### config.mk
export PLATFORM = sky130hd
export DESIGN_NAME = data_mem_ctrl
export DESIGN_NICKNAME = d
export VERILOG_FILES = /design/src/rtl/data_mem_ctrl.sv
export SDC_FILE = /design/constraint.sdc
export NUM_CORES = 2
export LEC_CHECK = 0
export BUFFER_PORTS_ARGS = -buffer_cell sky130_fd_sc_hd__buf_4
export CAP_MARGIN = 10
export CORE_MARGIN = 2
export CORE_UTILIZATION = 25
export DETAILED_ROUTE_END_ITERATION = 12
export GPL_TIMING_DRIVEN = 0
export PLACE_DENSITY = 0.4
export SLEW_MARGIN = 20
export SYNTH_ARGS = -nofsm -noshare
export SYNTH_HDL_FRONTEND = slang
export SYNTH_SLANG_ARGS = --single-unit
### constraint.sdc
create_clock -name CLK -period 29.1 [get_ports CLK]
set_clock_uncertainty 0.2 [all_clocks]
set_input_delay 5.82 -clock CLK [delete_from_list [all_inputs] [get_ports CLK]]
set_output_delay 5.82 -clock CLK [all_outputs]
set_load 0.02 [all_outputs]
### src/rtl/data_mem_ctrl.sv
// Word-organised data memory controller: valid/ready request port, registered response,
// byte/half/word loads and stores. Define MISALIGNED_ACCESS_EN to allow misaligned accesses.
module data_mem_ctrl #(
    parameter int unsigned DEPTH_WORDS = 128,
    parameter int unsigned ADDR_W      = 32,
    parameter bit          BIG_ENDIAN  = 1'b1
) (
    input  logic              CLK,
    input  logic              RST,
    input  logic              req_valid,
    output logic              req_ready,
    input  logic              req_we,
    input  logic [1:0]        req_size,
    input  logic              req_unsigned,
    input  logic [ADDR_W-1:0] req_addr,
    input  logic [31:0]       req_wdata,
    output logic              rsp_valid,
    output logic [31:0]       rsp_rdata,
    output logic              rsp_err
);

    localparam int unsigned IDX_W = (DEPTH_WORDS > 1) ? $clog2(DEPTH_WORDS) : 1;
    localparam logic [ADDR_W:0] BYTES = (ADDR_W + 1)'(DEPTH_WORDS * 4);

    typedef enum logic [1:0] {StIdle, StSplit, StResp} state_e;

    state_e state_q, state_d;
    logic             we_q, we_d;
    logic [2:0]       n_q, n_d;
    logic             uns_q, uns_d;
    logic [1:0]       off_q, off_d;
    logic             err_q, err_d;
    logic             split_q, split_d;
    logic [IDX_W-1:0] hi_idx_q, hi_idx_d;
    logic [31:0]      wdata_hi_q, wdata_hi_d;
    logic [3:0]       be_hi_q, be_hi_d;
    logic [31:0]      rd_lo_q, rd_lo_d;
    logic [31:0]      rsp_rdata_q, rsp_rdata_d;
    logic             rsp_err_q, rsp_err_d;

    logic [31:0] mem_q [DEPTH_WORDS];
    logic [31:0] mem_rd_q;

    logic [2:0]       n_bytes;
    logic             size_ok, oob, req_err, req_split, accept, in_split;
    logic [ADDR_W:0]  end_addr;
    logic [IDX_W-1:0] req_idx;
    logic [7:0]       st_b [8];
    logic [7:0]       st_en;
    logic [31:0]      wdata_lo, wdata_hi;
    logic [3:0]       be_lo, be_hi;
    logic             mem_en, mem_we;
    logic [IDX_W-1:0] mem_idx;
    logic [3:0]       mem_be;
    logic [31:0]      mem_wdata;
    logic [7:0]       rb [8];
    logic [31:0]      lo_word, hi_word, ld_raw, load_val;

    // Address-order position of a byte lane within a word.
    function automatic int lane_pos(input int lane);
        return BIG_ENDIAN ? 3 - lane : lane;
    endfunction

    assign req_ready = (state_q == StIdle);
    assign accept    = req_valid && req_ready && !RST;
    assign in_split  = (state_q == StSplit) && !RST;
    assign req_idx   = req_addr[IDX_W+1:2];

    always_comb begin
        n_bytes = 3'd4;
        size_ok = 1'b1;
        case (req_size)
            2'b00:   n_bytes = 3'd1;
            2'b01:   n_bytes = 3'd2;
            2'b10:   n_bytes = 3'd4;
            default: size_ok = 1'b0;
        endcase
    end

    // Range check in ADDR_W+1 bits so the top of the address space cannot wrap.
    assign end_addr = {1'b0, req_addr} + {{(ADDR_W - 2){1'b0}}, n_bytes} - (ADDR_W + 1)'(1);
    assign oob      = end_addr >= BYTES;

`ifdef MISALIGNED_ACCESS_EN
    logic cross;
    assign cross     = ({1'b0, req_addr[1:0]} + n_bytes) > 3'd4;
    assign req_err   = !size_ok || oob;
    assign req_split = cross && !req_err;
`else
    logic misal;
    assign misal     = ((n_bytes == 3'd2) && req_addr[0]) ||
                       ((n_bytes == 3'd4) && (req_addr[1:0] != 2'b00));
    assign req_err   = !size_ok || oob || misal;
    assign req_split = 1'b0;
`endif

    // Spread the store value over an 8-byte window spanning the addressed word and the next.
    always_comb begin
        for (int p = 0; p < 8; p++) begin
            st_b[p]  = 8'h00;
            st_en[p] = 1'b0;
        end
        for (int k = 0; k < 4; k++) begin
            if (k < int'(n_bytes)) begin
                st_en[int'(req_addr[1:0]) + k] = 1'b1;
                st_b[int'(req_addr[1:0]) + k]  = BIG_ENDIAN ?
                    req_wdata[8*(int'(n_bytes) - 1 - k) +: 8] : req_wdata[8*k +: 8];
            end
        end
        for (int l = 0; l < 4; l++) begin
            wdata_lo[8*l +: 8] = st_b[lane_pos(l)];
            wdata_hi[8*l +: 8] = st_b[lane_pos(l) + 4];
            be_lo[l]           = st_en[lane_pos(l)];
            be_hi[l]           = st_en[lane_pos(l) + 4];
        end
    end

    // Single memory port: request word on the acceptance edge, upper word in SPLIT.
    assign mem_en    = (accept && !req_err) || in_split;
    assign mem_idx   = in_split ? hi_idx_q : req_idx;
    assign mem_we    = in_split ? we_q : req_we;
    assign mem_be    = in_split ? be_hi_q : be_lo;
    assign mem_wdata = in_split ? wdata_hi_q : wdata_lo;

    always_ff @(posedge CLK) begin
        if (mem_en) begin
            if (mem_we) begin
                for (int l = 0; l < 4; l++) begin
                    if (mem_be[l]) begin
                        mem_q[mem_idx][8*l +: 8] <= mem_wdata[8*l +: 8];
                    end
                end
            end
            mem_rd_q <= mem_q[mem_idx];
        end
    end

    assign lo_word = split_q ? rd_lo_q : mem_rd_q;
    assign hi_word = mem_rd_q;

    always_comb begin
        for (int p = 0; p < 8; p++) begin
            rb[p] = 8'h00;
        end
        for (int l = 0; l < 4; l++) begin
            rb[lane_pos(l)]     = lo_word[8*l +: 8];
            rb[lane_pos(l) + 4] = hi_word[8*l +: 8];
        end
        ld_raw = 32'h0;
        for (int k = 0; k < 4; k++) begin
            if (k < int'(n_q)) begin
                if (BIG_ENDIAN) begin
                    ld_raw[8*(int'(n_q) - 1 - k) +: 8] = rb[int'(off_q) + k];
                end else begin
                    ld_raw[8*k +: 8] = rb[int'(off_q) + k];
                end
            end
        end
        case (n_q)
            3'd1:    load_val = uns_q ? {24'h0, ld_raw[7:0]} : {{24{ld_raw[7]}}, ld_raw[7:0]};
            3'd2:    load_val = uns_q ? {16'h0, ld_raw[15:0]} : {{16{ld_raw[15]}}, ld_raw[15:0]};
            default: load_val = ld_raw;
        endcase
        if (err_q || we_q) begin
            load_val = 32'h0;
        end
    end

    always_comb begin
        state_d     = state_q;
        we_d        = we_q;
        n_d         = n_q;
        uns_d       = uns_q;
        off_d       = off_q;
        err_d       = err_q;
        split_d     = split_q;
        hi_idx_d    = hi_idx_q;
        wdata_hi_d  = wdata_hi_q;
        be_hi_d     = be_hi_q;
        rd_lo_d     = rd_lo_q;
        rsp_rdata_d = rsp_rdata_q;
        rsp_err_d   = rsp_err_q;
        unique case (state_q)
            StIdle: begin
                if (accept) begin
                    we_d       = req_we;
                    n_d        = n_bytes;
                    uns_d      = req_unsigned;
                    off_d      = req_addr[1:0];
                    err_d      = req_err;
                    split_d    = req_split;
                    hi_idx_d   = req_idx + IDX_W'(1);
                    wdata_hi_d = wdata_hi;
                    be_hi_d    = be_hi;
                    state_d    = req_split ? StSplit : StResp;
                end
            end
            StSplit: begin
                rd_lo_d = mem_rd_q;
                state_d = StResp;
            end
            StResp: begin
                rsp_rdata_d = load_val;
                rsp_err_d   = err_q;
                state_d     = StIdle;
            end
            default: state_d = StIdle;
        endcase
    end

    always_ff @(posedge CLK) begin
        if (RST) begin
            state_q     <= StIdle;
            we_q        <= 1'b0;
            n_q         <= 3'd4;
            uns_q       <= 1'b0;
            off_q       <= 2'b00;
            err_q       <= 1'b0;
            split_q     <= 1'b0;
            hi_idx_q    <= '0;
            wdata_hi_q  <= 32'h0;
            be_hi_q     <= 4'h0;
            rd_lo_q     <= 32'h0;
            rsp_rdata_q <= 32'h0;
            rsp_err_q   <= 1'b0;
        end else begin
            state_q     <= state_d;
            we_q        <= we_d;
            n_q         <= n_d;
            uns_q       <= uns_d;
            off_q       <= off_d;
            err_q       <= err_d;
            split_q     <= split_d;
            hi_idx_q    <= hi_idx_d;
            wdata_hi_q  <= wdata_hi_d;
            be_hi_q     <= be_hi_d;
            rd_lo_q     <= rd_lo_d;
            rsp_rdata_q <= rsp_rdata_d;
            rsp_err_q   <= rsp_err_d;
        end
    end

    // A response cut short by reset is never presented.
    assign rsp_valid = (state_q == StResp) && !RST;
    assign rsp_rdata = rsp_valid ? load_val : rsp_rdata_q;
    assign rsp_err   = rsp_valid ? err_q : rsp_err_q;

endmodule

==> results.py <==
metrics = {
    "power_and_ir_drop": {
        "power_leakage_nw": 59.92,
        "clock_power_share": 0.418,
        "p_per_area_nw_per_um2": 66.91,
        "vdd.ir_drop.worst_v": 0.00004969,
        "finalPower_w": 0.01367,
        "pwr-share-comb": 0.091,
        "p_sw_w": 0.003266,
        "switching_share": 0.2390,
        "intPower_w": 0.01040,
        "p_seq_frac": 0.491,
    },
    "routing": {
        "drc": 0,
        "wl_per_cell_um": 33.54,
        "num_vias": 87820,
        "ant_nets": 0,
        "dr.pass1.iters": 7,
        "avgViaCountPerCell": 4.836,
        "first_iter_violations": 9841,
        "wl_mm": 609.1,
    },
    "critical_path": {
        "arrival_ns": 8.48,
        "end_kind": "output port",
        "path_class": "input port to output port",
        "cp.required_ns": 23.08,
        "cp_max_fo": 10,
        "worstRegToRegCells": 18,
        "startpoint": "RST",
        "critPathLaunchType": "input port",
        "reg2reg_from": "n_q[0]",
    },
    "clock_network": {
        "post_cts_buffers": 0,
        "cts_resized": 0,
        "path_clk_slew_ns": 0.06,
        "clock_sinks": 4170,
        "htree_levels": 5,
        "ctsLongestPathBuffers": 4,
        "cts_root_buf": "clkbuf_16",
        "holdBufCountCts": 0,
        "cts_buffers": 444,
        "cts_tree": "built",
        "clock_latency_ns": 1.04,
    },
    "synthesis": {
        "synth_area_leaders": "edfxtp_1, mux4_2, nor3_2, nand2_1, clkbuf_1",
        "synth_top_area_cell": "edfxtp_1",
        "syn_inst": 7918,
        "syn_area_um2": 170100,
        "synth-seq-cells": 4170,
        "async_flop_share": 0,
        "synth.top_cell.area_share": 0.7289,
        "avgSynthCellArea_um2": 21.48,
        "synth-edff-count": 4128,
        "syn_nets": 8074,
        "ys_seq_area_frac": 0.7338,
        "synth_warnings": 1,
        "synth_cell_types": 77,
        "synth-main-ff-cell": "edfxtp_1",
    },
    "layout": {
        "final_core_util": 0.3016,
        "drive_gt1_frac": 0.3565,
        "fillers": 65510,
        "layout_common_cells": "edfxtp_1, mux4_2, nor3_2",
        "num-nets-final": 8931,
        "final_common_cell": "edfxtp_1",
        "syn_to_final_growth_pct": 20.10,
    },
    "global_route": {
        "grt_usage": 0.1719,
        "grt_max_degree": 36,
        "grt_pass1_vias": 88920,
        "grt_pass1_wl_mm": 808.7,
        "antenna_found_initial": 110,
        "overflow": 0,
    },
    "die": {
        "die_w_um": 828.8,
        "core_area_um2": 677100,
        "design.die.area_um2": 686900,
        "ios": 106,
        "die_y_um": 828.8,
        "start_util": 0.2512,
        "num_rows": 302,
    },
    "hold_path": {
        "min-delay-start": "rsp_rdata_q[13]",
        "hp-class": "flip-flop to flip-flop",
        "holdPathStages": 2,
    },
    "sta": {
        "worst_slew_pin_slew_ns": 1.233,
        "timing.hold.ws_ns": 0.2447,
        "slew_viol_final": 0,
        "fin_crit_ns": 14.50,
        "hold_viol_final": 0,
        "timing.slew.headroom": 0.1778,
        "setup_viol": 0,
        "rsz0062_at_grt": "false",
        "fmax_ghz": 0.06898,
        "period_share": 0.4981,
        "setup_tns_ns": 0,
    },
    "placed_design": {
        "place_hpwl_mm": 459.9,
        "io_buffers": 102,
        "gp_congestion": 0.9192,
    },
    "run": {
        "cap_violations": 0,
    },
    "outcome": {
        "status": "complete, no violations",
    },
}
==> worst max-delay path, stage by stage <==
cell and delay [ns]:
clkbuf_1 0.20, inv_1 0.16, nand2_1 0.27, nor3_1 0.37, clkbuf_1 0.40, nand2_1 0.24
o21ai_0 0.59, a21o_1 0.22, buf_4 0.20
==> final cells by class <==
type	instances	area, um^2	area share
clock inverters	286	2902	0.01421
flip-flops and latches	4170	124800	0.6110
plain buffers	510	2571	0.01259
repair buffers	411	7032	0.03443
multi-input cells	3167	43780	0.2143
clock buffers	538	11590	0.05675
inverters	71	266.5	0.001305
diodes	38	95.09	0.0004656
well taps	8968	11220	0.05494
==> path summary, 6_finish.rpt <==
| check | end | slack, ns |
|---|---|---|
| setup / recovery | rsp_rdata[2] | 14.60 |
| hold / removal | rsp_rdata_q[13] | 0.24 |
| setup reg to reg | rsp_rdata_q[29] | 22.05 |
| hold reg to reg | rsp_rdata_q[13] | 0.24 |
==> cells in the mapped netlist, drive strengths merged, types with 11 or more instances <==
cell type / instances
a21o: 42
a21oi: 76
and2: 28
buf: 180
clkbuf: 330
dfxtp: 42
edfxtp: 4128
ha: 84
inv: 70
mux2: 23
mux2i: 37
mux4: 1362
nand2: 468
nand3: 41
nand4: 22
nor2: 84
nor2b: 12
nor3: 532
o211ai: 23
o21ai: 122
o22ai: 44
or2: 11
==> registers in the layout, indices dropped and copies added (netlist names) <==
name,cells
err_q,1
n_q,3
mem_q,4096
off_q,2
state_q,1
hi_word,32
rsp_err_q,1
uns_q,1
rsp_rdata_q,32
we_q,1
==> power groups by stage <==
stage	clock network (W)	logic (W)	registers, W
floorplan	0	0.000511	0.00691
global placement	0	0.00103	0.00703
detailed placement	0	0.00125	0.00683
CTS	0.00584	0.00125	0.00671
global route	0.00606	0.00129	0.00670
finish	0.00571	0.00125	0.00671
==> metrics by stage <==
step | area (um^2) | cells | setup WS (ns)
6_report | 204300 | 18160 | 14.60
5_1_grt | 204200 | 18130 | 14.36
3_3_place_gp | 182100 | 16990 | 2.767
2_1_floorplan | 170100 | 7918 | 14.86
4_1_cts | 204100 | 18120 | 14.53
3_5_place_dp | 189600 | 17290 | 14.46
==> metal layers <==
metal  vias to the layer above  part of all wire  routed length (um)  track usage
li1                      35260                 -                   -            -
met1                     48440              0.43              261000       0.2345
met2                      3394              0.47              284400       0.2762
met3                       708             0.068               41430      0.03466
met4                        12             0.036               22190      0.05453
met5                         -           0.00013                  77            0
==> kinds of logic (layout without fill, tap and decap cells) <==
kind of cell             after synthesis  in the layout  share of synthesized area
multiplexers                        1422           1422                     0.1841
adder cells (fa/ha/maj)               85             85                   0.006298
AO/OA/AOI/OAI                        386            386                    0.01454
flip-flops                          4170           4170                     0.7338
other                                  0             38                          0
buffers and inverters                581           1816                    0.01518
AND/OR/NAND/NOR                     1261           1261                    0.04542
XOR/XNOR                              13             13                  0.0006695
Power figures use the tool's default switching activity.
